--- config.mk ---
export PLATFORM = sky130hd
export DESIGN_NAME = dmem_if_flat
export DESIGN_NICKNAME = d
export VERILOG_FILES = /design/src/rtl/dmem_if_if.sv /design/src/rtl/dmem_if.sv /design/src/flat_wrapper.sv
export SDC_FILE = /design/constraint.sdc
export NUM_CORES = 1
export LEC_CHECK = 0
export ABC_CLOCK_PERIOD_IN_PS = 2500
export BUFFER_PORTS_ARGS = -buffer_cell sky130_fd_sc_hd__buf_2
export CAP_MARGIN = 10
export CORE_MARGIN = 3
export CORE_UTILIZATION = 41
export CTS_BUF_LIST = sky130_fd_sc_hd__clkbuf_4
export CTS_CLUSTER_SIZE = 40
export DETAILED_ROUTE_END_ITERATION = 7
export GPL_ROUTABILITY_DRIVEN = 0
export PLACE_DENSITY = 0.65
export SYNTH_ARGS = -nofsm -noshare
export SYNTH_HDL_FRONTEND = slang
export SYNTH_SLANG_ARGS = --single-unit
--- constraint.sdc ---
create_clock -name clk -period 2.5 [get_ports clk]
set_input_delay 0.25 -clock clk [delete_from_list [all_inputs] [get_ports clk]]
set_output_delay 0.25 -clock clk [all_outputs]
set_load 0.02 [all_outputs]
--- src/rtl/dmem_if_if.sv ---
// Data-bus bundle between the memory-stage interface (master) and the data memory (slave).
// One request channel (valid/ready) and one response strobe channel.
interface dmem_if_if;
  logic        d_req_valid;
  logic        d_req_ready;
  logic        d_req_we;
  logic [31:0] d_req_addr;
  logic [3:0]  d_req_wstrb;
  logic [31:0] d_req_wdata;
  logic        d_rsp_valid;
  logic [31:0] d_rsp_rdata;
  logic        d_rsp_err;

  modport master (
    output d_req_valid, d_req_we, d_req_addr, d_req_wstrb, d_req_wdata,
    input  d_req_ready, d_rsp_valid, d_rsp_rdata, d_rsp_err
  );

  modport slave (
    input  d_req_valid, d_req_we, d_req_addr, d_req_wstrb, d_req_wdata,
    output d_req_ready, d_rsp_valid, d_rsp_rdata, d_rsp_err
  );
endinterface

--- src/rtl/dmem_if.sv ---
// Memory-stage data-memory interface: one load/store per instruction on a valid/ready bus,
// aligned and extended load data to write-back, pipeline stall while a transaction is open.
module dmem_if #(
  parameter int unsigned TIMEOUT = 255
) (
  input  logic        clk,
  input  logic        rstn,
  input  logic        mem_valid,
  input  logic        mem_load,
  input  logic        mem_store,
  input  logic [2:0]  mem_funct3,
  input  logic [31:0] mem_addr,
  input  logic [31:0] mem_wdata,
  input  logic [31:0] mem_result,
  input  logic [4:0]  mem_rd_idx_in,
  input  logic        mem_rd_en_in,
  dmem_if_if.master   bus,
  output logic        mem_stall,
  output logic        wb_valid,
  output logic        wb_rd_en,
  output logic [4:0]  wb_rd_idx,
  output logic [31:0] wb_rd_data,
  output logic        misalign_trap,
  output logic        bus_err,
  output logic [31:0] fault_addr
);

  typedef enum logic [1:0] {IDLE, REQ, RSP, DONE} state_e;

  localparam logic [7:0] TO_LAST = 8'(TIMEOUT - 1);

  state_e      state, state_d;
  logic [7:0]  cnt, cnt_d;
  logic        accept;

  logic [31:0] lat_addr;
  logic [2:0]  lat_funct3;
  logic        lat_we;
  logic [3:0]  lat_wstrb;
  logic [31:0] lat_wdata;
  logic [4:0]  lat_rd_idx;
  logic        lat_rd_en;

  logic        wb_valid_d, wb_rd_en_d, misalign_d, bus_err_d;
  logic [4:0]  wb_rd_idx_d;
  logic [31:0] wb_rd_data_d, fault_addr_d;

  logic        is_access, misaligned, timeout_hit;
  logic [3:0]  strb;
  logic [31:0] wdata_rep, rsp_shifted, load_data;

  assign is_access   = mem_valid & (mem_load | mem_store);
  assign misaligned  = (mem_funct3[1:0] == 2'b11) ||
                       (mem_funct3[1:0] == 2'b01 && mem_addr[0]) ||
                       (mem_funct3[1:0] == 2'b10 && mem_addr[1:0] != 2'b00);
  // Saturating compare: a handshake on the last REQ cycle lands in RSP already past the limit.
  assign timeout_hit = (cnt >= TO_LAST);

  // NOTE: every always_comb output gets a default first, so no path leaves a latch behind.
  always_comb begin
    strb      = 4'b1111;
    wdata_rep = mem_wdata;
    case (mem_funct3[1:0])
      2'b00: begin
        strb      = 4'b0001 << mem_addr[1:0];
        wdata_rep = {4{mem_wdata[7:0]}};
      end
      2'b01: begin
        strb      = 4'b0011 << mem_addr[1:0];
        wdata_rep = {2{mem_wdata[15:0]}};
      end
      default: ;
    endcase
  end

  assign rsp_shifted = bus.d_rsp_rdata >> {lat_addr[1:0], 3'b000};

  always_comb begin
    case (lat_funct3)
      3'b000:  load_data = {{24{rsp_shifted[7]}}, rsp_shifted[7:0]};
      3'b001:  load_data = {{16{rsp_shifted[15]}}, rsp_shifted[15:0]};
      3'b100:  load_data = {24'd0, rsp_shifted[7:0]};
      3'b101:  load_data = {16'd0, rsp_shifted[15:0]};
      default: load_data = rsp_shifted;
    endcase
  end

  always_comb begin
    state_d      = state;
    cnt_d        = cnt;
    accept       = 1'b0;
    wb_valid_d   = 1'b0;
    wb_rd_en_d   = 1'b0;
    misalign_d   = 1'b0;
    bus_err_d    = 1'b0;
    wb_rd_idx_d  = wb_rd_idx;
    wb_rd_data_d = wb_rd_data;
    fault_addr_d = fault_addr;
    case (state)
      IDLE: begin
        if (!is_access) begin
          wb_valid_d   = mem_valid;
          wb_rd_en_d   = mem_valid & mem_rd_en_in;
          wb_rd_idx_d  = mem_rd_idx_in;
          wb_rd_data_d = mem_result;
        end else if (misaligned) begin
          wb_valid_d   = 1'b1;
          misalign_d   = 1'b1;
          wb_rd_idx_d  = mem_rd_idx_in;
          fault_addr_d = mem_addr;
        end else begin
          accept  = 1'b1;
          cnt_d   = 8'd0;
          state_d = REQ;
        end
      end
      REQ, RSP: begin
        cnt_d = cnt + 8'd1;
        if (state == REQ && bus.d_req_ready) begin
          state_d = RSP;
        end else if (state == RSP && bus.d_rsp_valid) begin
          state_d     = DONE;
          wb_valid_d  = 1'b1;
          wb_rd_idx_d = lat_rd_idx;
          if (bus.d_rsp_err) begin
            bus_err_d    = 1'b1;
            fault_addr_d = lat_addr;
          end else if (!lat_we) begin
            wb_rd_en_d   = lat_rd_en;
            wb_rd_data_d = load_data;
          end
        end else if (timeout_hit) begin
          state_d      = DONE;
          wb_valid_d   = 1'b1;
          wb_rd_idx_d  = lat_rd_idx;
          bus_err_d    = 1'b1;
          fault_addr_d = lat_addr;
        end
      end
      default: state_d = IDLE;
    endcase
  end

  // NOTE: sequential state uses non-blocking assignment so every register samples pre-edge values.
  always_ff @(posedge clk) begin
    if (rstn) begin
      state         <= IDLE;
      cnt           <= 8'd0;
      lat_addr      <= '0;
      lat_funct3    <= '0;
      lat_we        <= 1'b0;
      lat_wstrb     <= '0;
      lat_wdata     <= '0;
      lat_rd_idx    <= '0;
      lat_rd_en     <= 1'b0;
      wb_valid      <= 1'b0;
      wb_rd_en      <= 1'b0;
      wb_rd_idx     <= '0;
      wb_rd_data    <= '0;
      misalign_trap <= 1'b0;
      bus_err       <= 1'b0;
      fault_addr    <= '0;
    end else begin
      state         <= state_d;
      cnt           <= cnt_d;
      wb_valid      <= wb_valid_d;
      wb_rd_en      <= wb_rd_en_d;
      wb_rd_idx     <= wb_rd_idx_d;
      wb_rd_data    <= wb_rd_data_d;
      misalign_trap <= misalign_d;
      bus_err       <= bus_err_d;
      fault_addr    <= fault_addr_d;
      if (accept) begin
        lat_addr   <= mem_addr;
        lat_funct3 <= mem_funct3;
        lat_we     <= mem_store;
        lat_wstrb  <= mem_store ? strb : 4'b0000;
        lat_wdata  <= wdata_rep;
        lat_rd_idx <= mem_rd_idx_in;
        lat_rd_en  <= mem_rd_en_in;
      end
    end
  end

  assign bus.d_req_valid = (state == REQ);
  assign bus.d_req_we    = lat_we;
  assign bus.d_req_addr  = {lat_addr[31:2], 2'b00};
  assign bus.d_req_wstrb = lat_wstrb;
  assign bus.d_req_wdata = lat_wdata;

  assign mem_stall = (state == IDLE && is_access && !misaligned) ||
                     (state == REQ) || (state == RSP);

endmodule

--- src/flat_wrapper.sv ---
// flat-port wrapper written by rule: the top's interface ports become plain ports
module dmem_if_flat 
#(
  parameter int unsigned TIMEOUT = 255
)
  (clk, rstn, mem_valid, mem_load, mem_store, mem_funct3, mem_addr, mem_wdata, mem_result, mem_rd_idx_in, mem_rd_en_in, mem_stall, wb_valid, wb_rd_en, wb_rd_idx, wb_rd_data, misalign_trap, bus_err, fault_addr, bus_d_req_valid, bus_d_req_we, bus_d_req_addr, bus_d_req_wstrb, bus_d_req_wdata, bus_d_req_ready, bus_d_rsp_valid, bus_d_rsp_rdata, bus_d_rsp_err);
  dmem_if_if bus_i ();
  input  logic clk;
  input  logic rstn;
  input  logic mem_valid;
  input  logic mem_load;
  input  logic mem_store;
  input  logic [2:0] mem_funct3;
  input  logic [31:0] mem_addr;
  input  logic [31:0] mem_wdata;
  input  logic [31:0] mem_result;
  input  logic [4:0] mem_rd_idx_in;
  input  logic mem_rd_en_in;
  output logic mem_stall;
  output logic wb_valid;
  output logic wb_rd_en;
  output logic [4:0] wb_rd_idx;
  output logic [31:0] wb_rd_data;
  output logic misalign_trap;
  output logic bus_err;
  output logic [31:0] fault_addr;
  output wire logic [$bits(bus_i.d_req_valid)-1:0] bus_d_req_valid;
  output wire logic [$bits(bus_i.d_req_we)-1:0] bus_d_req_we;
  output wire logic [$bits(bus_i.d_req_addr)-1:0] bus_d_req_addr;
  output wire logic [$bits(bus_i.d_req_wstrb)-1:0] bus_d_req_wstrb;
  output wire logic [$bits(bus_i.d_req_wdata)-1:0] bus_d_req_wdata;
  input wire logic [$bits(bus_i.d_req_ready)-1:0] bus_d_req_ready;
  input wire logic [$bits(bus_i.d_rsp_valid)-1:0] bus_d_rsp_valid;
  input wire logic [$bits(bus_i.d_rsp_rdata)-1:0] bus_d_rsp_rdata;
  input wire logic [$bits(bus_i.d_rsp_err)-1:0] bus_d_rsp_err;
  assign bus_d_req_valid = bus_i.d_req_valid;
  assign bus_d_req_we = bus_i.d_req_we;
  assign bus_d_req_addr = bus_i.d_req_addr;
  assign bus_d_req_wstrb = bus_i.d_req_wstrb;
  assign bus_d_req_wdata = bus_i.d_req_wdata;
  assign bus_i.d_req_ready = bus_d_req_ready;
  assign bus_i.d_rsp_valid = bus_d_rsp_valid;
  assign bus_i.d_rsp_rdata = bus_d_rsp_rdata;
  assign bus_i.d_rsp_err = bus_d_rsp_err;
  dmem_if #(.TIMEOUT(TIMEOUT)) u_core (.clk(clk), .rstn(rstn), .mem_valid(mem_valid), .mem_load(mem_load), .mem_store(mem_store), .mem_funct3(mem_funct3), .mem_addr(mem_addr), .mem_wdata(mem_wdata), .mem_result(mem_result), .mem_rd_idx_in(mem_rd_idx_in), .mem_rd_en_in(mem_rd_en_in), .bus(bus_i), .mem_stall(mem_stall), .wb_valid(wb_valid), .wb_rd_en(wb_rd_en), .wb_rd_idx(wb_rd_idx), .wb_rd_data(wb_rd_data), .misalign_trap(misalign_trap), .bus_err(bus_err), .fault_addr(fault_addr));
endmodule
==> flow_summary.json <==
{
  "status": "finished, final reports clean",
  "die_y_um": 150,
  "wirelength_mm": 27.8,
  "port_buffers": 286,
  "grt_max_degree": 113,
  "via_count": 8628,
  "dieArea_um2": 22600,
  "grt_pass1_vias": 8121,
  "tightest_slew_ns": 1.10,
  "critical_path.startpoint": "u_core.state[1]$_SDFFE_PP0P_",
  "cts_tree": "done",
  "ys_ff_latch": 161,
  "max_freq_mhz": 416,
  "grt_pass1_wl_mm": 42.9,
  "yosysWarnings": 0,
  "nNetsFinal": 1438,
  "ys.flop_type": "dfxtp_1",
  "initial_core_util_pct": 41.9,
  "slew_headroom_pct": 26.2,
  "hold_violations": 0,
  "fin_ws_ns": 0.0953,
  "maxCapViolCount": 0,
  "worstReg2RegStart": "u_core.state[1]$_SDFFE_PP0P_",
  "holdPathEnd": "u_core.wb_rd_data[31]$_SDFFE_PP0P_",
  "antenna_found_initial": 6,
  "min_path_cells": 3,
  "dpl_worst_slack_ns": 0.193,
  "syn-cell-area_um2": 8530,
  "overflow": 0,
  "grt_use_total_pct": 23.7,
  "critPathMaxFanout": 24,
  "final_max_slew_viol_count": 0,
  "routed_via_density": 5.48,
  "synth-edff-count": 0,
  "startpoint_type": "register",
  "netlist_instances": 973,
  "finalCritPeriodShare_pct": 96.2,
  "p_switching_w": 0.00523,
  "r2r_slack_ns": 0.1,
  "p_leak_nw": 4.59,
  "cp.required_ns": 3.03,
  "final_layout_size_suffix_gt1_share_pct": 31.7,
  "synth_top_family_by_area": "compound AO/OA/AOI/OAI gates",
  "hold_class": "in2reg",
  "rsz0062_at_grt": "true",
  "skew_ns": 0.0284,
  "num-fill-cells": 1947,
  "wl_per_cell_um": 17.7,
  "synth_fa_ha_area_share_pct": 0.880,
  "seq_area_um2": 3230,
  "p_seq_share_pct": 30.1,
  "drtAntennaViolNets": 0,
  "drtIter0Drc": 455,
  "min_from": "bus_d_rsp_rdata[31]",
  "swShare_pct": 47.0,
  "fin_tns_setup_ns": 0,
  "async_flop_share_pct": 0,
  "synth-seq-area-share_pct": 37.8,
  "cts.clk_slew.worst_paths_ns": 0.15,
  "cts.sinks": 161,
  "power_w": 0.0111,
  "dp_hpwl_mm": 18.5,
  "cts_root_buf": "clkbuf_4",
  "endpoint_kind": "register",
  "htreeDepth": 4,
  "synth_mux_area_share_pct": 9.77,
  "timing.rr.end": "u_core.wb_rd_data[25]$_SDFFE_PP0P_",
  "ios": 289,
  "postSynthAreaPerCell_um2": 8.77,
  "ir_drop_uv": 650,
  "power_frac_clock_pct": 13.3,
  "power-per-cell-area_nw_per_um2": 994,
  "numCtsBuffers": 17,
  "drc_errors": 0,
  "synth-compound-area-share_pct": 26.8,
  "areaGrowthSynthToFinish_pct": 31.4,
  "coreArea_um2": 20400,
  "path_class": "reg2reg",
  "clk_latency_ns": 0.58,
  "drt_pass1_iterations": 5,
  "synth_xor_area_share_pct": 0,
  "multi_input_area_um2": 4550,
  "finalSetupViolCount": 0,
  "die_x_um": 150,
  "synth-simple-area-share_pct": 15.3,
  "num_rows": 52,
  "period_minus_slack_ns": 2.40,
  "clk_path_buf_depth": 2,
  "crit_arrival_ns": 2.93,
  "r2r_cells": 8,
  "pwr-share-comb_pct": 56.7,
  "synth_cell_types": 62,
  "internal_power_w": 0.00591,
  "fin_util_pct": 55.0
}
[layer usage]
layer,track usage (%),routed length [um],up-vias
met5,0,27,-
met2,39.0,13400,292
met4,9.24,878,4
met1,29.6,11800,4066
met3,6.35,1720,65
li1,-,-,4201
[how the worst max path moves through the flow]
stage                                          to  depth (start not counted)
2_1_floorplan  u_core.wb_rd_data[13]$_SDFFE_PP0P_                          8
3_3_place_gp    u_core.wb_rd_data[0]$_SDFFE_PP0P_                          6
3_5_place_dp    u_core.wb_rd_data[4]$_SDFFE_PP0P_                          6
4_1_cts        u_core.wb_rd_data[25]$_SDFFE_PP0P_                          8
5_1_grt         u_core.wb_rd_data[3]$_SDFFE_PP0P_                          6
6_report       u_core.wb_rd_data[25]$_SDFFE_PP0P_                          8
[cell families (layout without fill, tap and decap cells)]
group	after synthesis	after routing
other	1	6
flip-flops	161	161
AND/OR/NAND/NOR	283	283
AO/OA/AOI/OAI	302	303
adder cells (fa/ha/maj)	6	6
buffers and inverters	139	464
multiplexers	81	81
[metrics by stage]
step	instance area (um2)	std cells	hold WS, ns
after floorplan	8530	974	0.386
after global placement	9840	1426	0.438
after detailed placement	9840	1426	0.443
after CTS	11100	1560	0.00409
after global routing	11200	1574	0.0172
final	11200	1574	0.0394
[power groups by stage]
stage	Sequential, W	Clock [W]	Combinational, W
floorplan	0.00387	0	0.00412
global placement	0.00339	0	0.00597
detailed placement	0.00340	0	0.00603
CTS	0.00334	0.00152	0.00620
global route	0.00341	0.00162	0.00684
finish	0.00335	0.00148	0.00631
[layout make-up]
type / count / area share, %
Antenna cell: 4 / 0.0893
Tap cell: 270 / 3.01
Timing Repair Buffer: 424 / 25.0
Multi-Input combinational cell: 675 / 40.6
Clock buffer: 17 / 1.14
Inverter: 8 / 0.268
Clock inverter: 15 / 1.11
Sequential cell: 161 / 28.8
[cell usage after synthesis (9+ instances only)]
| cell type | instances | area, um2 |
|---|---|---|
| dfxtp_1 | 161 | 3220 |
| buf_1 | 9 | 33.8 |
| o21ai_0 | 37 | 185 |
| o2bb2ai_1 | 9 | 78.8 |
| a31oi_1 | 41 | 257 |
| nand3_1 | 35 | 175 |
| a311oi_2 | 20 | 300 |
| a21oi_1 | 89 | 445 |
| nand2_1 | 150 | 563 |
| nor2_1 | 45 | 169 |
| clkbuf_1 | 33 | 124 |
| mux2i_1 | 72 | 721 |
| buf_2 | 29 | 145 |
| a211oi_1 | 13 | 97.6 |
| o2111ai_1 | 10 | 87.6 |
| o211ai_1 | 23 | 173 |
| a311oi_1 | 20 | 175 |
| buf_4 | 52 | 390 |
[critical path, cell delays in order, from the launching register on]
cell	delay, ns
dfxtp_1	0.38
inv_1	0.10
ha_4	0.29
buf_4	0.24
a2111oi_4	0.33
buf_6	0.20
o21ai_0	0.10
o211ai_1	0.17
dlygate4sd3_1	0.57
[flip-flops by register name, indices dropped and copies added, names as in the netlist, 3 cells and up]
name,flops
u_core.lat_funct3,3
u_core.bus.d_req_wstrb,4
u_core.wb_rd_idx,5
u_core.bus.d_req_wdata,32
u_core.fault_addr,32
u_core.lat_rd_idx,5
u_core.cnt,8
u_core.wb_rd_data,32
u_core.lat_addr,32
[cell usage in the layout, fill, tap and decap left out, types with 31 or more instances in the layout]
cell           instances
buf_2                285
mux2i_1               72
nand2_1              150
dlygate4sd3_1        101
buf_4                 31
a31oi_1               41
nor2_1                43
dfxtp_1              159
o21ai_0               37
a21oi_1               89
nand3_1               35
[repair_timing]
action | 4_1_cts | 5_1_grt
hold buffers | 101 | 0
setup endpoints to repair | 1 | 12
pin swaps | 0 | 2
hold endpoints to repair | 101 | 0
gates cloned | 1 | 0
setup buffers | 0 | 10
gates resized for setup | 1 | 3
Note: power is estimated with default switching activity, not from simulation.
